===== config.mk =====
export PLATFORM = sky130hd
export DESIGN_NAME = fp_add_unpack_flat
export DESIGN_NICKNAME = d
export VERILOG_FILES = /design/src/rtl/fp_add_unpack_pkg.sv /design/src/rtl/fp_add_unpack_if.sv /design/src/rtl/fp_unpack_field.sv /design/src/rtl/fp_add_unpack.sv /design/src/flat_wrapper.sv
export SDC_FILE = /design/constraint.sdc
export NUM_CORES = 1
export LEC_CHECK = 0
export ABC_CLOCK_PERIOD_IN_PS = 3700
export BUFFER_PORTS_ARGS = -buffer_cell sky130_fd_sc_hd__buf_4
export CAP_MARGIN = 25
export CORE_ASPECT_RATIO = 0.9
export CORE_MARGIN = 4
export CORE_UTILIZATION = 54
export CTS_BUF_LIST = sky130_fd_sc_hd__clkbuf_8
export DETAILED_ROUTE_END_ITERATION = 7
export PLACE_DENSITY = 0.78
export SYNTH_ARGS = -nofsm -noshare
export SYNTH_HDL_FRONTEND = slang
export SYNTH_SLANG_ARGS = --single-unit

===== constraint.sdc =====
create_clock -name clk -period 3.7 [get_ports clk]
set_input_delay 0.37 -clock clk [delete_from_list [all_inputs] [get_ports clk]]
set_output_delay 0.37 -clock clk [all_outputs]
set_load 0.05 [all_outputs]

===== src/rtl/fp_add_unpack_pkg.sv =====
// Shared definitions for the FP adder unpack stage: field width defaults,
// bias helper and skid-buffer state encoding.
package fp_add_unpack_pkg;

    localparam int unsigned E_WIDTH_DEF = 8;
    localparam int unsigned M_WIDTH_DEF = 23;

    typedef enum logic [1:0] {
        EMPTY = 2'd0,
        ONE   = 2'd1,
        FULL  = 2'd2
    } state_t;

    // Exponent bias base; the value subtracted from a raw field is bias-1.
    function automatic int unsigned calc_bias(input int unsigned e_width);
        return 32'(1) << (e_width - 1);
    endfunction

endpackage


===== src/rtl/fp_add_unpack_if.sv =====
// Handshake and payload bundle between the operand source, the unpack
// stage and the special-case stage that consumes the unpacked fields.
interface fp_add_unpack_if
    import fp_add_unpack_pkg::*;
#(
    parameter int unsigned E_WIDTH = E_WIDTH_DEF,
    parameter int unsigned M_WIDTH = M_WIDTH_DEF
);
    localparam int unsigned W = E_WIDTH + M_WIDTH + 1;

    logic               in_valid;
    logic               in_ready;
    logic [W-1:0]       op_A;
    logic [W-1:0]       op_B;
    logic               sub;

    logic               out_valid;
    logic               out_ready;
    logic               sign_A;
    logic               sign_B;
    logic [E_WIDTH-1:0] exp_A;
    logic [E_WIDTH-1:0] exp_B;
    logic [E_WIDTH-1:0] exp_A_org;
    logic [E_WIDTH-1:0] exp_B_org;
    logic [M_WIDTH-1:0] mnt_A;
    logic [M_WIDTH-1:0] mnt_B;
    logic               hid_A;
    logic               hid_B;

    modport master (
        output in_valid, op_A, op_B, sub, out_ready,
        input  in_ready, out_valid,
        input  sign_A, sign_B, exp_A, exp_B, exp_A_org, exp_B_org,
        input  mnt_A, mnt_B, hid_A, hid_B
    );

    modport slave (
        input  in_valid, op_A, op_B, sub, out_ready,
        output in_ready, out_valid,
        output sign_A, sign_B, exp_A, exp_B, exp_A_org, exp_B_org,
        output mnt_A, mnt_B, hid_A, hid_B
    );

endinterface


===== src/rtl/fp_unpack_field.sv =====
// Combinational split of one IEEE-style operand into sign, unbiased exponent,
// raw exponent, raw fraction and hidden bit.
module fp_unpack_field
    import fp_add_unpack_pkg::*;
#(
    parameter int unsigned E_WIDTH = E_WIDTH_DEF,
    parameter int unsigned M_WIDTH = M_WIDTH_DEF
) (
    input  logic [E_WIDTH+M_WIDTH:0] i_op,
    input  logic                     i_inv_sign,
    output logic                     o_sign_c,
    output logic [E_WIDTH-1:0]       o_exp_c,
    output logic [E_WIDTH-1:0]       o_exp_org_c,
    output logic [M_WIDTH-1:0]       o_mnt_c,
    output logic                     o_hid_c
);
    localparam int unsigned W    = E_WIDTH + M_WIDTH + 1;
    localparam int unsigned BIAS = calc_bias(E_WIDTH);
    localparam logic [E_WIDTH-1:0] UNBIAS = E_WIDTH'(BIAS - 1);

    logic [E_WIDTH-1:0] w_exp_org;

    assign w_exp_org   = i_op[W-2 -: E_WIDTH];
    assign o_sign_c    = i_op[W-1] ^ i_inv_sign;
    assign o_exp_org_c = w_exp_org;
    // Wraps modulo 2^E_WIDTH, so zero and all-ones fields land on BIAS+1 and BIAS.
    assign o_exp_c     = w_exp_org - UNBIAS;
    assign o_mnt_c     = i_op[M_WIDTH-1:0];
    assign o_hid_c     = |w_exp_org;

endmodule


===== src/rtl/fp_add_unpack.sv =====
// FP adder front stage: unpacks an operand pair (B sign flipped for subtract)
// and holds it in a two-entry skid buffer with a registered in_ready.
module fp_add_unpack
    import fp_add_unpack_pkg::*;
#(
    parameter int unsigned E_WIDTH = E_WIDTH_DEF,
    parameter int unsigned M_WIDTH = M_WIDTH_DEF
) (
    input  logic            clk,
    input  logic            rst,
    fp_add_unpack_if.slave  bus
);
    typedef struct packed {
        logic               sign_a;
        logic               sign_b;
        logic [E_WIDTH-1:0] exp_a;
        logic [E_WIDTH-1:0] exp_b;
        logic [E_WIDTH-1:0] exp_a_org;
        logic [E_WIDTH-1:0] exp_b_org;
        logic [M_WIDTH-1:0] mnt_a;
        logic [M_WIDTH-1:0] mnt_b;
        logic               hid_a;
        logic               hid_b;
    } unp_t;

    logic               w_sign_a, w_sign_b, w_hid_a, w_hid_b;
    logic [E_WIDTH-1:0] w_exp_a, w_exp_b, w_exp_a_org, w_exp_b_org;
    logic [M_WIDTH-1:0] w_mnt_a, w_mnt_b;
    unp_t               w_unp;
    logic               w_accept;
    logic               w_pop;

    state_t             r_state;
    unp_t               r_main;
    unp_t               r_skid;
    logic               r_in_ready;
    logic               r_out_valid;

    fp_unpack_field #(.E_WIDTH(E_WIDTH), .M_WIDTH(M_WIDTH)) u_unp_a (
        .i_op        (bus.op_A),
        .i_inv_sign  (1'b0),
        .o_sign_c    (w_sign_a),
        .o_exp_c     (w_exp_a),
        .o_exp_org_c (w_exp_a_org),
        .o_mnt_c     (w_mnt_a),
        .o_hid_c     (w_hid_a)
    );

    fp_unpack_field #(.E_WIDTH(E_WIDTH), .M_WIDTH(M_WIDTH)) u_unp_b (
        .i_op        (bus.op_B),
        .i_inv_sign  (bus.sub),
        .o_sign_c    (w_sign_b),
        .o_exp_c     (w_exp_b),
        .o_exp_org_c (w_exp_b_org),
        .o_mnt_c     (w_mnt_b),
        .o_hid_c     (w_hid_b)
    );

    assign w_unp    = {w_sign_a, w_sign_b, w_exp_a, w_exp_b, w_exp_a_org, w_exp_b_org,
                       w_mnt_a, w_mnt_b, w_hid_a, w_hid_b};
    assign w_accept = bus.in_valid && r_in_ready;
    assign w_pop    = r_out_valid && bus.out_ready;

    // Skid-buffer control; in_ready is loaded with "next state is not FULL".
    always_ff @(posedge clk or negedge rst) begin
        if (!rst) begin
            r_state     <= EMPTY;
            r_main      <= '0;
            r_skid      <= '0;
            r_in_ready  <= 1'b1;
            r_out_valid <= 1'b0;
        end else begin
            case (r_state)
                EMPTY: begin
                    if (w_accept) begin
                        r_state     <= ONE;
                        r_main      <= w_unp;
                        r_out_valid <= 1'b1;
                        r_in_ready  <= 1'b1;
                    end
                end
                ONE: begin
                    if (w_accept && !w_pop) begin
                        r_state    <= FULL;
                        r_skid     <= w_unp;
                        r_in_ready <= 1'b0;
                    end else if (!w_accept && w_pop) begin
                        r_state     <= EMPTY;
                        r_out_valid <= 1'b0;
                        r_in_ready  <= 1'b1;
                    end else if (w_accept && w_pop) begin
                        r_main <= w_unp;
                    end
                end
                FULL: begin
                    // in_ready is low here, so only a pop can move the state.
                    if (w_pop) begin
                        r_state    <= ONE;
                        r_main     <= r_skid;
                        r_in_ready <= 1'b1;
                    end
                end
                default: begin
                    r_state     <= EMPTY;
                    r_out_valid <= 1'b0;
                    r_in_ready  <= 1'b1;
                end
            endcase
        end
    end

    assign bus.in_ready  = r_in_ready;
    assign bus.out_valid = r_out_valid;
    assign bus.sign_A    = r_main.sign_a;
    assign bus.sign_B    = r_main.sign_b;
    assign bus.exp_A     = r_main.exp_a;
    assign bus.exp_B     = r_main.exp_b;
    assign bus.exp_A_org = r_main.exp_a_org;
    assign bus.exp_B_org = r_main.exp_b_org;
    assign bus.mnt_A     = r_main.mnt_a;
    assign bus.mnt_B     = r_main.mnt_b;
    assign bus.hid_A     = r_main.hid_a;
    assign bus.hid_B     = r_main.hid_b;

endmodule


===== src/flat_wrapper.sv =====
// flat-port wrapper written by rule: the top's interface ports become plain ports
module fp_add_unpack_flat import fp_add_unpack_pkg::*;
#(
    parameter int unsigned E_WIDTH = E_WIDTH_DEF,
    parameter int unsigned M_WIDTH = M_WIDTH_DEF
)
  (clk, rst, bus_in_valid, bus_op_A, bus_op_B, bus_sub, bus_out_ready, bus_in_ready, bus_out_valid, bus_sign_A, bus_sign_B, bus_exp_A, bus_exp_B, bus_exp_A_org, bus_exp_B_org, bus_mnt_A, bus_mnt_B, bus_hid_A, bus_hid_B);
  fp_add_unpack_if #(.E_WIDTH(E_WIDTH), .M_WIDTH(M_WIDTH)) bus_i ();
  input  logic clk;
  input  logic rst;
  input wire logic [$bits(bus_i.in_valid)-1:0] bus_in_valid;
  input wire logic [$bits(bus_i.op_A)-1:0] bus_op_A;
  input wire logic [$bits(bus_i.op_B)-1:0] bus_op_B;
  input wire logic [$bits(bus_i.sub)-1:0] bus_sub;
  input wire logic [$bits(bus_i.out_ready)-1:0] bus_out_ready;
  output wire logic [$bits(bus_i.in_ready)-1:0] bus_in_ready;
  output wire logic [$bits(bus_i.out_valid)-1:0] bus_out_valid;
  output wire logic [$bits(bus_i.sign_A)-1:0] bus_sign_A;
  output wire logic [$bits(bus_i.sign_B)-1:0] bus_sign_B;
  output wire logic [$bits(bus_i.exp_A)-1:0] bus_exp_A;
  output wire logic [$bits(bus_i.exp_B)-1:0] bus_exp_B;
  output wire logic [$bits(bus_i.exp_A_org)-1:0] bus_exp_A_org;
  output wire logic [$bits(bus_i.exp_B_org)-1:0] bus_exp_B_org;
  output wire logic [$bits(bus_i.mnt_A)-1:0] bus_mnt_A;
  output wire logic [$bits(bus_i.mnt_B)-1:0] bus_mnt_B;
  output wire logic [$bits(bus_i.hid_A)-1:0] bus_hid_A;
  output wire logic [$bits(bus_i.hid_B)-1:0] bus_hid_B;
  assign bus_i.in_valid = bus_in_valid;
  assign bus_i.op_A = bus_op_A;
  assign bus_i.op_B = bus_op_B;
  assign bus_i.sub = bus_sub;
  assign bus_i.out_ready = bus_out_ready;
  assign bus_in_ready = bus_i.in_ready;
  assign bus_out_valid = bus_i.out_valid;
  assign bus_sign_A = bus_i.sign_A;
  assign bus_sign_B = bus_i.sign_B;
  assign bus_exp_A = bus_i.exp_A;
  assign bus_exp_B = bus_i.exp_B;
  assign bus_exp_A_org = bus_i.exp_A_org;
  assign bus_exp_B_org = bus_i.exp_B_org;
  assign bus_mnt_A = bus_i.mnt_A;
  assign bus_mnt_B = bus_i.mnt_B;
  assign bus_hid_A = bus_i.hid_A;
  assign bus_hid_B = bus_i.hid_B;
  fp_add_unpack #(.E_WIDTH(E_WIDTH), .M_WIDTH(M_WIDTH)) u_core (.clk(clk), .rst(rst), .bus(bus_i));
endmodule

-- Word-level counts from Yosys, hierarchy flattened
Index checks and enable logic that the tools add are counted.
- add/sub/neg operators: 2
- eq/ne operators: 9
- muxes and demuxes: 19
- bitwise operators: 2
- reduce and logical (&&, ||, !) cells: 15
- operator list (operator ; number):
    82-bit two-way mux ; 5
    82-bit one-hot mux with 3 select lines ; 1
    8-bit OR reduction ; 2
    8-bit by 7-bit subtractor with 8-bit output (second input constant) ; 2
    2-bit two-way mux ; 4
    2-bit by 1-bit inequality test with 1-bit output (second input constant) ; 4
    1-bit two-way mux ; 6
    1-bit one-hot mux with 3 select lines ; 2
    2-bit one-hot mux with 3 select lines ; 1
    6-bit AND reduction ; 1
    1-bit logical AND ; 5
    2-bit inequality test (second input constant) ; 2
    4-bit AND reduction ; 1
    3-bit by 1-bit inequality test with 1-bit output (second input constant) ; 1
    3-bit AND reduction ; 1
    3-bit nonzero test ; 1
    2-bit by 1-bit equality test with 1-bit output (second input constant) ; 1
    2-bit equality test (second input constant) ; 1
    1-bit zero test ; 2
    2-bit zero test ; 1
    2-bit AND reduction ; 1
    1-bit inverter ; 1
    1-bit bitwise XOR ; 1
- register bits: 168
- input bits: 69
- output and inout port bits: 84
- word-level logic and storage cells: 70

-- Longest topological paths before layout
- depth after elaboration: 6
- mapped depth: 7
- depth with buffers taken out: 6

-- Hierarchy
Synthesis repeated with hierarchy kept, for this count alone.
- cells, all modules: 573
- area, all modules: 8112.8 um^2
- modules (own cells, without submodules) (module ; times used ; cells an instance ; area each (um^2) ; seq. area each (um^2)):
    fp_add_unpack ; 1 ; 467 ; 7329.5 ; 4205.3
    fp_unpack_field ; 2 ; 53 ; 391.6 ; 0.0

-- Worst setup path after synthesis
Ideal clock, no wire load.
- kind: register to register
- start point: register u_core.r_out_valid, in the netlist u_core.bus.out_valid
- end point: register u_core.r_main (netlist bit u_core.bus.exp_A[2])
- setup time: 0.125 ns
- arrival: 1.654 ns
- required time: 3.575 ns
- slack: 1.922 ns
- stages on the path, launching flop included: 5
- buffers on the path: 1
- period minus slack after synthesis: 1.778 ns
- path through: dfrtp_1 -> nand4_1 -> o211ai_2 -> buf_4 -> mux2_2
- longest elaborated chain between the ends: 5
- elaborated cells between the ends (all ways): 10
- those cells by class: 4 x eq/ne; 6 x reduce/logical
- RTL lines (element ; RTL line ; source):
    from (decl) ; fp_add_unpack.sv:37 ; logic r_out_valid;
    from (signal assigned) ; fp_add_unpack.sv:71 ; r_out_valid <= 1'b0;
    from (signal assigned) ; fp_add_unpack.sv:78 ; r_out_valid <= 1'b1;
    from (signal assigned) ; fp_add_unpack.sv:89 ; r_out_valid <= 1'b0;
    1-bit logical AND * ; fp_add_unpack.sv:62 ; assign w_pop = r_out_valid && bus.out_ready;
    1-bit zero test ; fp_add_unpack.sv:83 ; if (w_accept && !w_pop) begin
    1-bit logical AND ; fp_add_unpack.sv:83 ;
    2-bit inequality test (no source line) ; n/a ;
    6-bit AND reduction (no source line) * ; n/a ;
    to (signal assigned) ; fp_add_unpack.sv:77 ; r_main <= w_unp;
    to (signal assigned) ; fp_add_unpack.sv:92 ; r_main <= w_unp;
    to (signal assigned) ; fp_add_unpack.sv:99 ; r_main <= r_skid;
    to (decl) ; fp_add_unpack.sv:34 ; unp_t r_main;
Every way passes the cells marked *; elsewhere a longest branch is shown, timed or not.
A chain may end at the register's enable or synchronous reset.

-- Final worst setup path
- start point: register u_core.r_state[1]
- end point: register u_core.r_skid[62] in the netlist's numbering
- longest elaborated chain between the ends: 2
- RTL lines (element ; RTL line ; source):
    from (decl) ; fp_add_unpack.sv:33 ; state_t r_state;
    from (signal assigned) ; fp_add_unpack.sv:67 ; r_state <= EMPTY;
    from (signal assigned) ; fp_add_unpack.sv:76 ; r_state <= ONE;
    from (signal assigned) ; fp_add_unpack.sv:84 ; r_state <= FULL;
    2-bit by 1-bit equality test with 1-bit output ; fp_add_unpack.sv:73 ; case (r_state)
    2-bit AND reduction (no source line) ; n/a ;
    to (signal assigned) ; fp_add_unpack.sv:85 ; r_skid <= w_unp;
    to (decl) ; fp_add_unpack.sv:35 ; unp_t r_skid;
No other way between the ends.

==> summary.txt <==
Global routing
  – Total track usage: 0.215
  – Initial antenna violation count: 0
  – Global route total overflow: 0
  – Vias in the first global route: 5,417
  – Largest net degree at the start of global routing: 100
  – First-pass GRT wire length: roughly 26 mm

Setup path
  – CP max stage delay: 0.64 ns
  – CP max-delay cell: nand3_4
  – Critical Path Source Type: register
  – Critical Path, Cell by Cell: and3b_1 -> nand3_4 -> buf_12 -> mux2_1
  – Critical path buffer and inverter count: 1
  – Worst Path Arrival: 2.74 ns
  – Top Family by Delay on Critical Path: simple AND/OR/NAND/NOR gates
  – Worst Setup Path Type: register to register
  – Critical path endpoint category: register
  – CP Max Fanout: 62
  – Req. time, crit path: 4.03 ns

Routing
  – Routed WL per cell: 16.0 um
  – DR iter-0 viols: 408
  – Final WL: 16.0 mm
  – # DRC: 0
  – Via/cell ratio: 5.43
  – Iteration count of the initial detailed-routing pass: 6
  – Antenna-violating nets left: 0
  – Vias: 5,416

Placement
  – DP Cell Count: slightly below 1,000
  – Hpwl dp: 10.6 mm
  – RD Place Congestion: 0.796
  – IO Port Bufs: between 150 and 200

Power
  – Clk pwr share: 0.381
  – Max IR drop VDD: roughly 0.27 mV
  – Int Pwr: 0.00249 W
  – Net Sw Frac: 0.222
  – P_sw: 0.000710 W
  – Sequential power share: 0.574
  – Lkg Pwr: about 4.3 nW
  – Comb pwr share: 0.045
  – Power Density: 362 nW/um2
  – Power, Total: 0.00320 W

Logic synthesis
  – Syn. warnings: 0
  – Net Count, Synth: 766
  – Netlist cell types: 37
  – Mean Syn Cell Area: 10.4 um2
  – Synth Instances: around 690
  – Mapped Area: between 7000 and 8000 um2
  – Leading area contributor after synthesis: dfrtp_1
  – Asr flop ratio synth: 1.00
  – Post-synth top area share: 0.579
  – Number of synthesized flops with an enable pin: 0
  – Yosys reg bits: 168
  – Sequential area share after synthesis: 0.582
  – Synth Flop Type: dfrtp_1
  – Dominant cells by area after synthesis: dfrtp_1 (58%), mux2_2 (10%), nand2_1 (8.1%)

STA
  – Max-slew violations: 0
  – Slew @ Worst Pin: 0.974 ns
  – Finish-stage setup viols: 0
  – Min Clock Period, post-route: 2.41 ns
  – Fmax: 415 MHz
  – Setup TNS: 0 ns
  – Final Skew: 0.00767 ns
  – Hold Fails Final Rpt: 0
  – Period utilization: 0.651
  – Min Hold Slack: 0.000204 ns
  – RSZ-0062 raised after global routing: no
  – Rel. slew slack: 0.351

Clocking
  – Clock sink count: around 170
  – Maximum clock insertion buffer count: 2
  – Clock buffer count from CTS: 17
  – H-Tree Depth: 4
  – Clk Latency, worst-skew pair: 0.45 ns
  – PostCTS Resize Cnt: 0
  – Post-CTS setup buffer count: 0
  – Cts hold-fix bufs: 0
  – Clock root buffer: clkbuf_8
  – CTS tree: yes
  – Worst-path clk slew: 0.08 ns

Die
  – Top Ports: 153
  – Initial Utilization: 0.560
  – Std cell rows: 39
  – Die width: 130 um
  – Height of the die: ~120 um
  – Die area: between 15,000 and 20,000 um2
  – Core box area: 12,900 um2

Final layout
  – Nets: 894
  – P&R area growth vs syn: 22.2%
  – Antenna Cells: 0
  – Fraction of layout cells with a size suffix above 1: 0.308
  – Commonest non-fill, non-tap cell in the layout: dfrtp_1
  – Most frequent cells in the layout: dfrtp_1 (167), nand2_1 (156), buf_4 (153)
  – Non-filler instance count after layout: about 1,000

Hold path
  – Worst min path class: input port to asynchronous set/reset pin

Flow run
  – Maxcap violations: 0

Status
  – Status: finished clean
final timing paths:
check	from	to	slack, ns	cells after the start
max reg2reg	u_core.r_state[1]$_DFFE_PN0P_	u_core.r_skid[62]$_DFFE_PN0P_	1.29	4
min reg2reg	u_core.r_skid[78]$_DFFE_PN0P_	u_core.r_skid[78]$_DFFE_PN0P_	0.48	2
max	u_core.r_state[1]$_DFFE_PN0P_	u_core.r_skid[62]$_DFFE_PN0P_	1.29	4
max in group asynchronous	rst	u_core.bus.in_ready$_DFFE_PN1P_	2.84	2
min	rst	u_core.bus.exp_A_org[4]$_DFFE_PN0P_	0.0002	1
min in group clk	bus_op_A[22]	u_core.r_skid[47]$_DFFE_PN0P_	0.14	2
sequential cells by signal, indices dropped and copies added (netlist names):
| register | count |
|---|---|
| u_core.bus.exp_A | 8 |
| u_core.bus.exp_A_org | 8 |
| u_core.bus.exp_B | 8 |
| u_core.bus.exp_B_org | 8 |
| u_core.bus.hid_A | 1 |
| u_core.bus.hid_B | 1 |
| u_core.bus.in_ready | 1 |
| u_core.bus.mnt_A | 23 |
| u_core.bus.mnt_B | 23 |
| u_core.bus.out_valid | 1 |
| u_core.bus.sign_A | 1 |
| u_core.bus.sign_B | 1 |
| u_core.r_skid | 82 |
| u_core.r_state | 2 |
logic make-up after synthesis:
group | count (synthesis) | synth area share
simple gates | 272 | 0.155
flops | 168 | 0.582
compound gates | 107 | 0.0898
mux | 73 | 0.113
buf+inv | 55 | 0.0350
xor+xnor | 13 | 0.0158
fa+ha+maj | 5 | 0.00832
metrics by stage:
stage | worst slack [ns] | utilization | cell area [um2]
6_report | 1.29 | 0.685 | 8820
5_1_grt | 1.16 | 0.685 | 8820
4_1_cts | 1.29 | 0.685 | 8820
3_5_place_dp | 1.31 | 0.656 | 8450
3_3_place_gp | 1.39 | 0.656 | 8450
2_1_floorplan | 1.92 | - | 7220
per-layer routing:
| metal | wire (um) | vias to the layer above | share of wire | track usage |
|---|---|---|---|---|
| met4 | 282 | 0 | 0.018 | 0.0669 |
| li1 | - | 2603 | - | - |
| met3 | 995 | 27 | 0.062 | 0.0631 |
| met5 | 0 | - | 0 | 0 |
| met2 | 8100 | 152 | 0.51 | 0.349 |
| met1 | 6600 | 2634 | 0.41 | 0.278 |
Yosys cell counts (3+ instances only):
cell and count:
dfrtp_1 167, nand2_1 156, nor2_1 85, a31oi_1 65, mux2_2 64, buf_2 25
o21ai_0 22, clkbuf_1 17, a21oi_1 11, nand3_1 10, xnor2_1 9, inv_1 7
mux2_1 5, a211oi_1 4, buf_4 4, ha_1 4, mux2i_1 4, nor3b_1 4
xor2_1 4, and2_1 3
power groups by stage:
| stage | registers [W] | logic, W | clock network (W) |
|---|---|---|---|
| after floorplan | 0.00187 | 0.0000232 | 0 |
| after global placement | 0.00187 | 0.000142 | 0 |
| after detailed placement | 0.00187 | 0.000146 | 0 |
| after CTS | 0.00183 | 0.000147 | 0.00124 |
| after global routing | 0.00183 | 0.000160 | 0.00132 |
| final | 0.00183 | 0.000144 | 0.00122 |
area by class of cell:
class / count / area, um2
flip-flops and latches: 168 / 4210
fillers: 1001 / 4060
multi-input cells: 470 / 2790
repair buffers: 157 / 1220
clock buffers: 21 / 289
well taps: 164 / 205
clock inverters: 11 / 81.3
inverters: 7 / 26.3
(Power assumes the default switching activity.)
